--- config.mk ---
export PLATFORM = sky130hd
export DESIGN_NAME = pipelined_adder
export DESIGN_NICKNAME = d
export VERILOG_FILES = /design/src/rtl/pipelined_adder.sv
export SDC_FILE = /design/constraint.sdc
export NUM_CORES = 1
export LEC_CHECK = 0
export ABC_CLOCK_PERIOD_IN_PS = 2700
export CAP_MARGIN = 20
export CORE_AREA = 2 2 97 99
export DETAILED_ROUTE_END_ITERATION = 10
export DIE_AREA = 0 0 99 101
export PLACE_DENSITY_LB_ADDON = 0.2
export SLEW_MARGIN = 10
export SYNTH_ARGS = -nofsm -noshare
export SYNTH_HDL_FRONTEND = slang
export SYNTH_SLANG_ARGS = --single-unit
--- constraint.sdc ---
create_clock -name clk -period 2.7 [get_ports clk]
set_clock_uncertainty 0.15 [all_clocks]
set_input_delay 0.54 -clock clk [delete_from_list [all_inputs] [get_ports clk]]
set_output_delay 0.54 -clock clk [all_outputs]
set_load 0.1 [all_outputs]
--- src/rtl/pipelined_adder.sv ---
// pipelined_adder
//   WIDTH-bit add/subtract split into STAGES slices of CHUNK = WIDTH/STAGES
//   bits. Each slice sits in its own pipeline stage, with a registered carry
//   between stages. The whole pipeline advances together under a
//   valid/ready handshake.
//
//   The operand of each stage is op_b XOR {WIDTH{sub}}, so a subtract is
//   op_a + ~op_b + 1. Slices that are not yet summed ride forward in
//   shrinking skew registers. Slices that are already summed ride forward in
//   growing deskew registers. The last stage register is the output
//   register, so a transaction presented in cycle n is valid in cycle
//   n+STAGES.
//
// Ports
//   clk, rst_n              clock, synchronous active-low reset
//   in_valid/in_ready       operand handshake (in_ready = advance)
//   op_a, op_b              operands
//   carry_in                carry into bit 0 (ignored when sub=1)
//   sub                     0: a+b+carry_in, 1: a-b
//   out_valid/out_ready     result handshake
//   sum                     result modulo 2^WIDTH
//   carry_out               carry out of MSB (for sub: 1 = no borrow)
//   overflow                signed overflow
//   zero                    sum == 0

// One CHUNK-bit slice of the adder (purely combinational).
module pipelined_adder_slice #(
  parameter int CHUNK = 4
) (
  input  logic [CHUNK-1:0] a,
  input  logic [CHUNK-1:0] b,
  input  logic             cin,
  output logic [CHUNK-1:0] s,
  output logic             cout
);
  logic [CHUNK:0] full;

  assign full = {1'b0, a} + {1'b0, b} + {{CHUNK{1'b0}}, cin};
  assign s    = full[CHUNK-1:0];
  assign cout = full[CHUNK];
endmodule

module pipelined_adder #(
  parameter int WIDTH  = 16,
  parameter int STAGES = 4
) (
  input  logic             clk,
  input  logic             rst_n,
  input  logic             in_valid,
  output logic             in_ready,
  input  logic [WIDTH-1:0] op_a,
  input  logic [WIDTH-1:0] op_b,
  input  logic             carry_in,
  input  logic             sub,
  output logic             out_valid,
  input  logic             out_ready,
  output logic [WIDTH-1:0] sum,
  output logic             carry_out,
  output logic             overflow,
  output logic             zero
);
  localparam int CHUNK = WIDTH / STAGES;

  logic             advance;
  logic [WIDTH-1:0] b_eff;
  // vld_pipe[0] is the incoming valid. vld_pipe[k+1] is the valid of stage k.
  logic [STAGES:0]  vld_pipe;

  // Stalls are global: the pipeline either shifts completely or holds completely.
  assign advance     = !out_valid || out_ready;
  assign in_ready    = advance;
  assign b_eff       = op_b ^ {WIDTH{sub}};
  assign vld_pipe[0] = in_valid;
  assign out_valid   = vld_pipe[STAGES];

  always_ff @(posedge clk) begin
    if (!rst_n)       vld_pipe[STAGES:1] <= '0;
    else if (advance) vld_pipe[STAGES:1] <= vld_pipe[STAGES-1:0];
  end

  for (genvar k = 0; k < STAGES; k++) begin : stg
    logic [CHUNK-1:0]         a_s, b_s, s_s;
    logic                     c_in, c_out;
    // Low (k+1) slices of the sum for the transaction in this stage.
    logic [(k+1)*CHUNK-1:0]   s_all;

    if (k == 0) begin : g_src
      assign a_s   = op_a[CHUNK-1:0];
      assign b_s   = b_eff[CHUNK-1:0];
      // A subtract forces the +1 of the two's complement. carry_in is ignored.
      assign c_in  = sub | carry_in;
      assign s_all = s_s;
    end else begin : g_src
      assign a_s   = stg[k-1].g_fwd.a_r[CHUNK-1:0];
      assign b_s   = stg[k-1].g_fwd.b_r[CHUNK-1:0];
      assign c_in  = stg[k-1].g_fwd.c_r;
      assign s_all = {s_s, stg[k-1].g_fwd.s_r};
    end

    pipelined_adder_slice #(.CHUNK(CHUNK)) u_slice (
      .a    (a_s),
      .b    (b_s),
      .cin  (c_in),
      .s    (s_s),
      .cout (c_out)
    );

    if (k < STAGES-1) begin : g_fwd
      localparam int UP = WIDTH - (k+1)*CHUNK;
      logic [UP-1:0]          a_up, b_up;
      logic [UP-1:0]          a_r, b_r;   // skew: operand slices still to add
      logic [(k+1)*CHUNK-1:0] s_r;        // deskew: finished sum slices
      logic                   c_r;

      if (k == 0) begin : g_up
        assign a_up = op_a[WIDTH-1:CHUNK];
        assign b_up = b_eff[WIDTH-1:CHUNK];
      end else begin : g_up
        assign a_up = stg[k-1].g_fwd.a_r[UP+CHUNK-1:CHUNK];
        assign b_up = stg[k-1].g_fwd.b_r[UP+CHUNK-1:CHUNK];
      end

      always_ff @(posedge clk) begin
        if (!rst_n) begin
          a_r <= '0;
          b_r <= '0;
          s_r <= '0;
          c_r <= 1'b0;
        end else if (advance) begin
          a_r <= a_up;
          b_r <= b_up;
          s_r <= s_all;
          c_r <= c_out;
        end
      end
    end else begin : g_out
      logic c_msb;

      // Carry into the MSB is recovered from the MSB sum bit of the top slice.
      assign c_msb = a_s[CHUNK-1] ^ b_s[CHUNK-1] ^ s_s[CHUNK-1];

      always_ff @(posedge clk) begin
        if (!rst_n) begin
          sum       <= '0;
          carry_out <= 1'b0;
          overflow  <= 1'b0;
          zero      <= 1'b0;
        end else if (advance) begin
          sum       <= s_all;
          carry_out <= c_out;
          overflow  <= c_msb ^ c_out;
          zero      <= (s_all == '0);
        end
      end
    end
  end
endmodule
# Word-level counts from Yosys, hierarchy flattened
# Index checks and enable logic that the tools add are counted.
dict set report word_totals {
  regBits 98
  inputBits 38
  wordCells 33
  output_inout_bits 21
}
dict set report classes {
  bitwise 5
  reduce_logical 3
  n_addsub 8
}
# cell count
set ops {}
lappend ops {{$add 4x4->5} 4}
lappend ops {{$add 5x1->5} 4}
lappend ops {{$logic_not 16->1} 1}
lappend ops {{$xor 16x16->16} 1}
lappend ops {{$xor 1x1->1} 3}
lappend ops {{$logic_not 1->1} 1}
lappend ops {{$logic_or 1x1->1} 1}
lappend ops {{$or 1x1->1} 1}

# Depth between registers and ports, before layout
dict set report logic_depth {
  ltp_word 4
  ltp_mapped 9
  mapped_depth_nobuf 7
}

# Hierarchy
# Synthesis repeated with hierarchy kept, for this count alone.
dict set report hier_totals {
  hier_cells 504
  area_unflattened_um2 4450.5
}
# module n_inst area_each_um2 seq_area_each_um2 cells_per_inst
set by_module_without_submodules {}
lappend by_module_without_submodules {pipelined_adder 1 3875.0 1961.9 440}
lappend by_module_without_submodules {pipelined_adder_slice 4 143.9 0.0 16}

# Worst setup path before layout
# No wires, ideal clock.
dict set report synth_path {
  path_type {input -> register}
  from {input sub}
  to {register stg[0].g_fwd.s_r[1]}
  path_stages 8
  arrival_time_ns 2.203
  required_time_ns 2.492
  path_slack_ns 0.289
  path_buffers 2
  setup_ns 0.058
  cell_sequence {buf_4 > buf_4 > or2_2 > fa_1 > inv_1 > fa_1 > nand2_1 > o211a_1}
}
dict set report synth_via {
  elab_chain_len 3
  elab_cells_between_ends 4
  cone_classes {add/sub: 2; bitwise: 2}
}
# item line_no
set synth_lines {}
lappend synth_lines {{start, declared} 54} ;# input logic sub,
lappend synth_lines {{$xor 16x16->16} 72} ;# assign b_eff = op_b ^ {WIDTH{sub}};
lappend synth_lines {{$add 4x4->5} 38} ;# assign full = {1'b0, a} + {1'b0, b} + {{CHUNK{1'b0}}, cin};
lappend synth_lines {{$add 5x1->5 (*)} 38}
lappend synth_lines {{end signal, assigned} 132} ;# s_r <= s_all;
lappend synth_lines {{end, declared} 112} ;# logic [(k+1)*CHUNK-1:0] s_r;
# Every way passes the cells marked *; elsewhere a longest branch is shown, timed or not.
# A chain may end at the register's enable or synchronous reset.

# Worst setup path after layout
# Ends and elaborated chain as after synthesis.

==> impl_metrics.yaml <==
cts:
  htree_num_levels: 3
  numCtsBuffers: 9
  post-cts-setup-buffer-count: 0
  path_clk_slew_ps: 90
  clock-sinks: 98
  holdBufCountCts: 0
  ctsResizeCount: 0
  cts_tree: "done"
  cts_root_buffer: "clkbuf_8"
  clockBufferDepth: 2
  clk_latency_ps: 350
synth:
  synth-seq-area-share_pct: 44.9
  yosysUniqueCellTypes: 30
  yosysWarnings: 0
  syn-num-nets: 545
  yosysTopAreaCellShare_pct: 44.9
  syn-cell-area_mm2: 0.00437
  synth_area_leader_cell: "dfxtp_1"
  syn_avg_cell_area_um2: 8.97
  async_flop_share_pct: 0
  synthMostInstantiatedCell: "nand2_1"
  yosys-top-cells-count: "163 x nand2_1, 98 x dfxtp_1, 38 x a21boi_0"
  syn-instance-count: 487
  yosys-top-cells-area: "dfxtp_1 45%, nand2_1 14%, a21boi_0 6.5%"
  ys_ff_latch: 98
  synth_ff_type: "dfxtp_1"
  synth-edff-count: 0
power_and_ir_drop:
  p_seq_share_pct: 53.3
  switchingPower_mw: 0.821
  clkPwrFrac_pct: 31.4
  internal_power_mw: 2.18
  power.leakage_nw: 2.19
  switching_share_pct: 27.3
  ir_drop_mv: 0.335
  powerDensity_mw_per_mm2: 591
  pwr-share-comb_pct: 15.3
worst_setup_path:
  worstPathCellList: "clkdlybuf4s50_1, or2_2, fa_1, inv_1, fa_1, nand2_1, o211a_1"
  worst_path_most_repeated_cell: "fa_1"
  critical_path.max_stage_delay_ps: 470
  crit_family: "adder cells"
  cp_max_fo: 4
  r2r_cells: 6
  cp_data_required_time_ps: 2850
  crit_path_end_kind: "flip-flop"
  cpMaxStageDelayCell: "clkdlybuf4s50_1"
  cp-start-kind: "input port"
  worst-setup-path-type: "in2reg"
  critical_path_depth: 7
  worst-path-buf-inv: 2
  arrival_ps: 2440
global_routing:
  grt_max_degree: 107
  overflow: 0
  antenna_found_initial: 0
  grt_pass1_vias: 2932
  grt_usage_pct: 17.0
  grt_pass1_wl_mm: 13.7
timing:
  setup_viol: 0
  hold_viol: 0
  rsz0062_at_grt: "no"
  finalSetupTns_ps: 0
  final-max-slew-violation-count: 0
  worst_slew_pin_slew_ps: 394
  post-route-period-util_pct: 84.5
  max_slew_margin_pct: 73.7
  max_freq_mhz: 438
  fin_crit_ps: 2280
floorplanning:
  die-area_mm2: 0.0100
  core_mm2: 0.00898
  die_x_um: 99
  rows: 35
  fp.dieH_um: 101
  start_util_pct: 48.7
  ios: 59
outcome:
  status: "complete, no violations"
placement:
  portBuffers: 58
  place.gp.congestion: 0.786
  dp_hpwl_mm: 5.48
run:
  maxCapViolCount: 0
drt:
  route.detailed.drc: 0
  wire_per_inst_um: 12.5
  ant_nets: 0
  vias: 3199
  firstDrtPassIters: 4
  drt-initial-drc-count: 164
  drt-total-wl_mm: 8.05
  vias_per_cell: 4.97
final_layout:
  final.fill_count: 842
  multi_input_area_mm2: 0.00212
  drive_gt1_share_pct: 9.19
  nets: 586
  fin_util_pct: 56.6
  ff_latch_area_mm2: 0.00196
  areaGrowthSynthToFinish_pct: 16.4
  diodes: 0
min_path:
  holdPathStages: 2
  hp-class: "reg2reg"
## stage by stage
stage	std cells	power, mW	hold slack [ps]	instance area [um^2]	setup slack [ps]
floorplan	487	1.95	281	4370	289
global placement	628	2.08	293	4880	72.4
detailed placement	628	2.10	294	4880	30.9
CTS	644	3.04	309	5080	412
global route	644	3.15	325	5080	311
finish	644	3.00	306	5080	418
## worst min-delay path, delay by kind of cell (launching register included)
kind             cells  cell delay, ps
AO/OA/AOI/OAI        1              50
AND/OR/NAND/NOR      1              50
flip-flops           1             320
## flip-flops by register name, indices dropped and copies added (netlist names)
register       flops
stg.g_fwd.a_r     24
stg.g_fwd.b_r     24
stg.g_fwd.s_r     24
sum               16
stg.g_fwd.c_r      3
vld_pipe           3
carry_out          1
out_valid          1
overflow           1
zero               1
## layout by cell type (no fill, tap or decap), types with 9 or more instances in the layout
cell             instances
a21boi_0                38
a21boi_1                33
a21oi_1                  9
buf_4                   26
clkbuf_8                 9
clkdlybuf4s50_1         36
dfxtp_1                 98
ha_1                    12
inv_1                    9
nand2_1                163
o211a_1                 17
xnor2_1                 17
## power by group through the flow
stage | clock (mW) | combinational (mW) | sequential [mW]
2_1_floorplan | 0 | 0.247 | 1.71
3_3_place_gp | 0 | 0.451 | 1.63
3_5_place_dp | 0 | 0.462 | 1.63
4_1_cts | 0.976 | 0.464 | 1.60
5_1_grt | 1.03 | 0.512 | 1.61
6_report | 0.944 | 0.460 | 1.60
## cell type report
class / instances / share of cell area [%]
flip-flops and latches: 98 / 38.6
repair buffers: 66 / 12.2
clock buffers: 9 / 2.44
multi-input cells: 343 / 41.7
inverters: 10 / 0.787
well taps: 111 / 2.73
clock inverters: 7 / 1.53
## per-layer routing
layer	track usage [%]	wire [um]	vias up
met5	0	0	-
met4	7.06	116	0
met3	2.70	231	9
met2	26.1	3610	51
met1	23.8	4090	1454
li1	-	-	1685
## path summary, 6_finish.rpt
| check | start | end | slack [ps] |
|---|---|---|---|
| hold / removal | sum[10]$_SDFFE_PN0P_ | sum[10]$_SDFFE_PN0P_ | 310 |
| hold reg to reg | sum[10]$_SDFFE_PN0P_ | sum[10]$_SDFFE_PN0P_ | 310 |
| setup reg to reg | stg[2].g_fwd.a_r[0]$_SDFFE_PN0P_ | overflow$_SDFFE_PN0P_ | 550 |
| setup / recovery | sub | stg[0].g_fwd.s_r[1]$_SDFFE_PN0P_ | 420 |
## cell families after synthesis
family,Yosys count,synth area share [%]
simple gates,186,17.2
compound gates,115,19.8
flops,98,44.9
buf+inv,46,6.53
xor+xnor,22,4.41
fa+ha+maj,20,7.10
No activity file was read; power rests on OpenSTA's default activity.
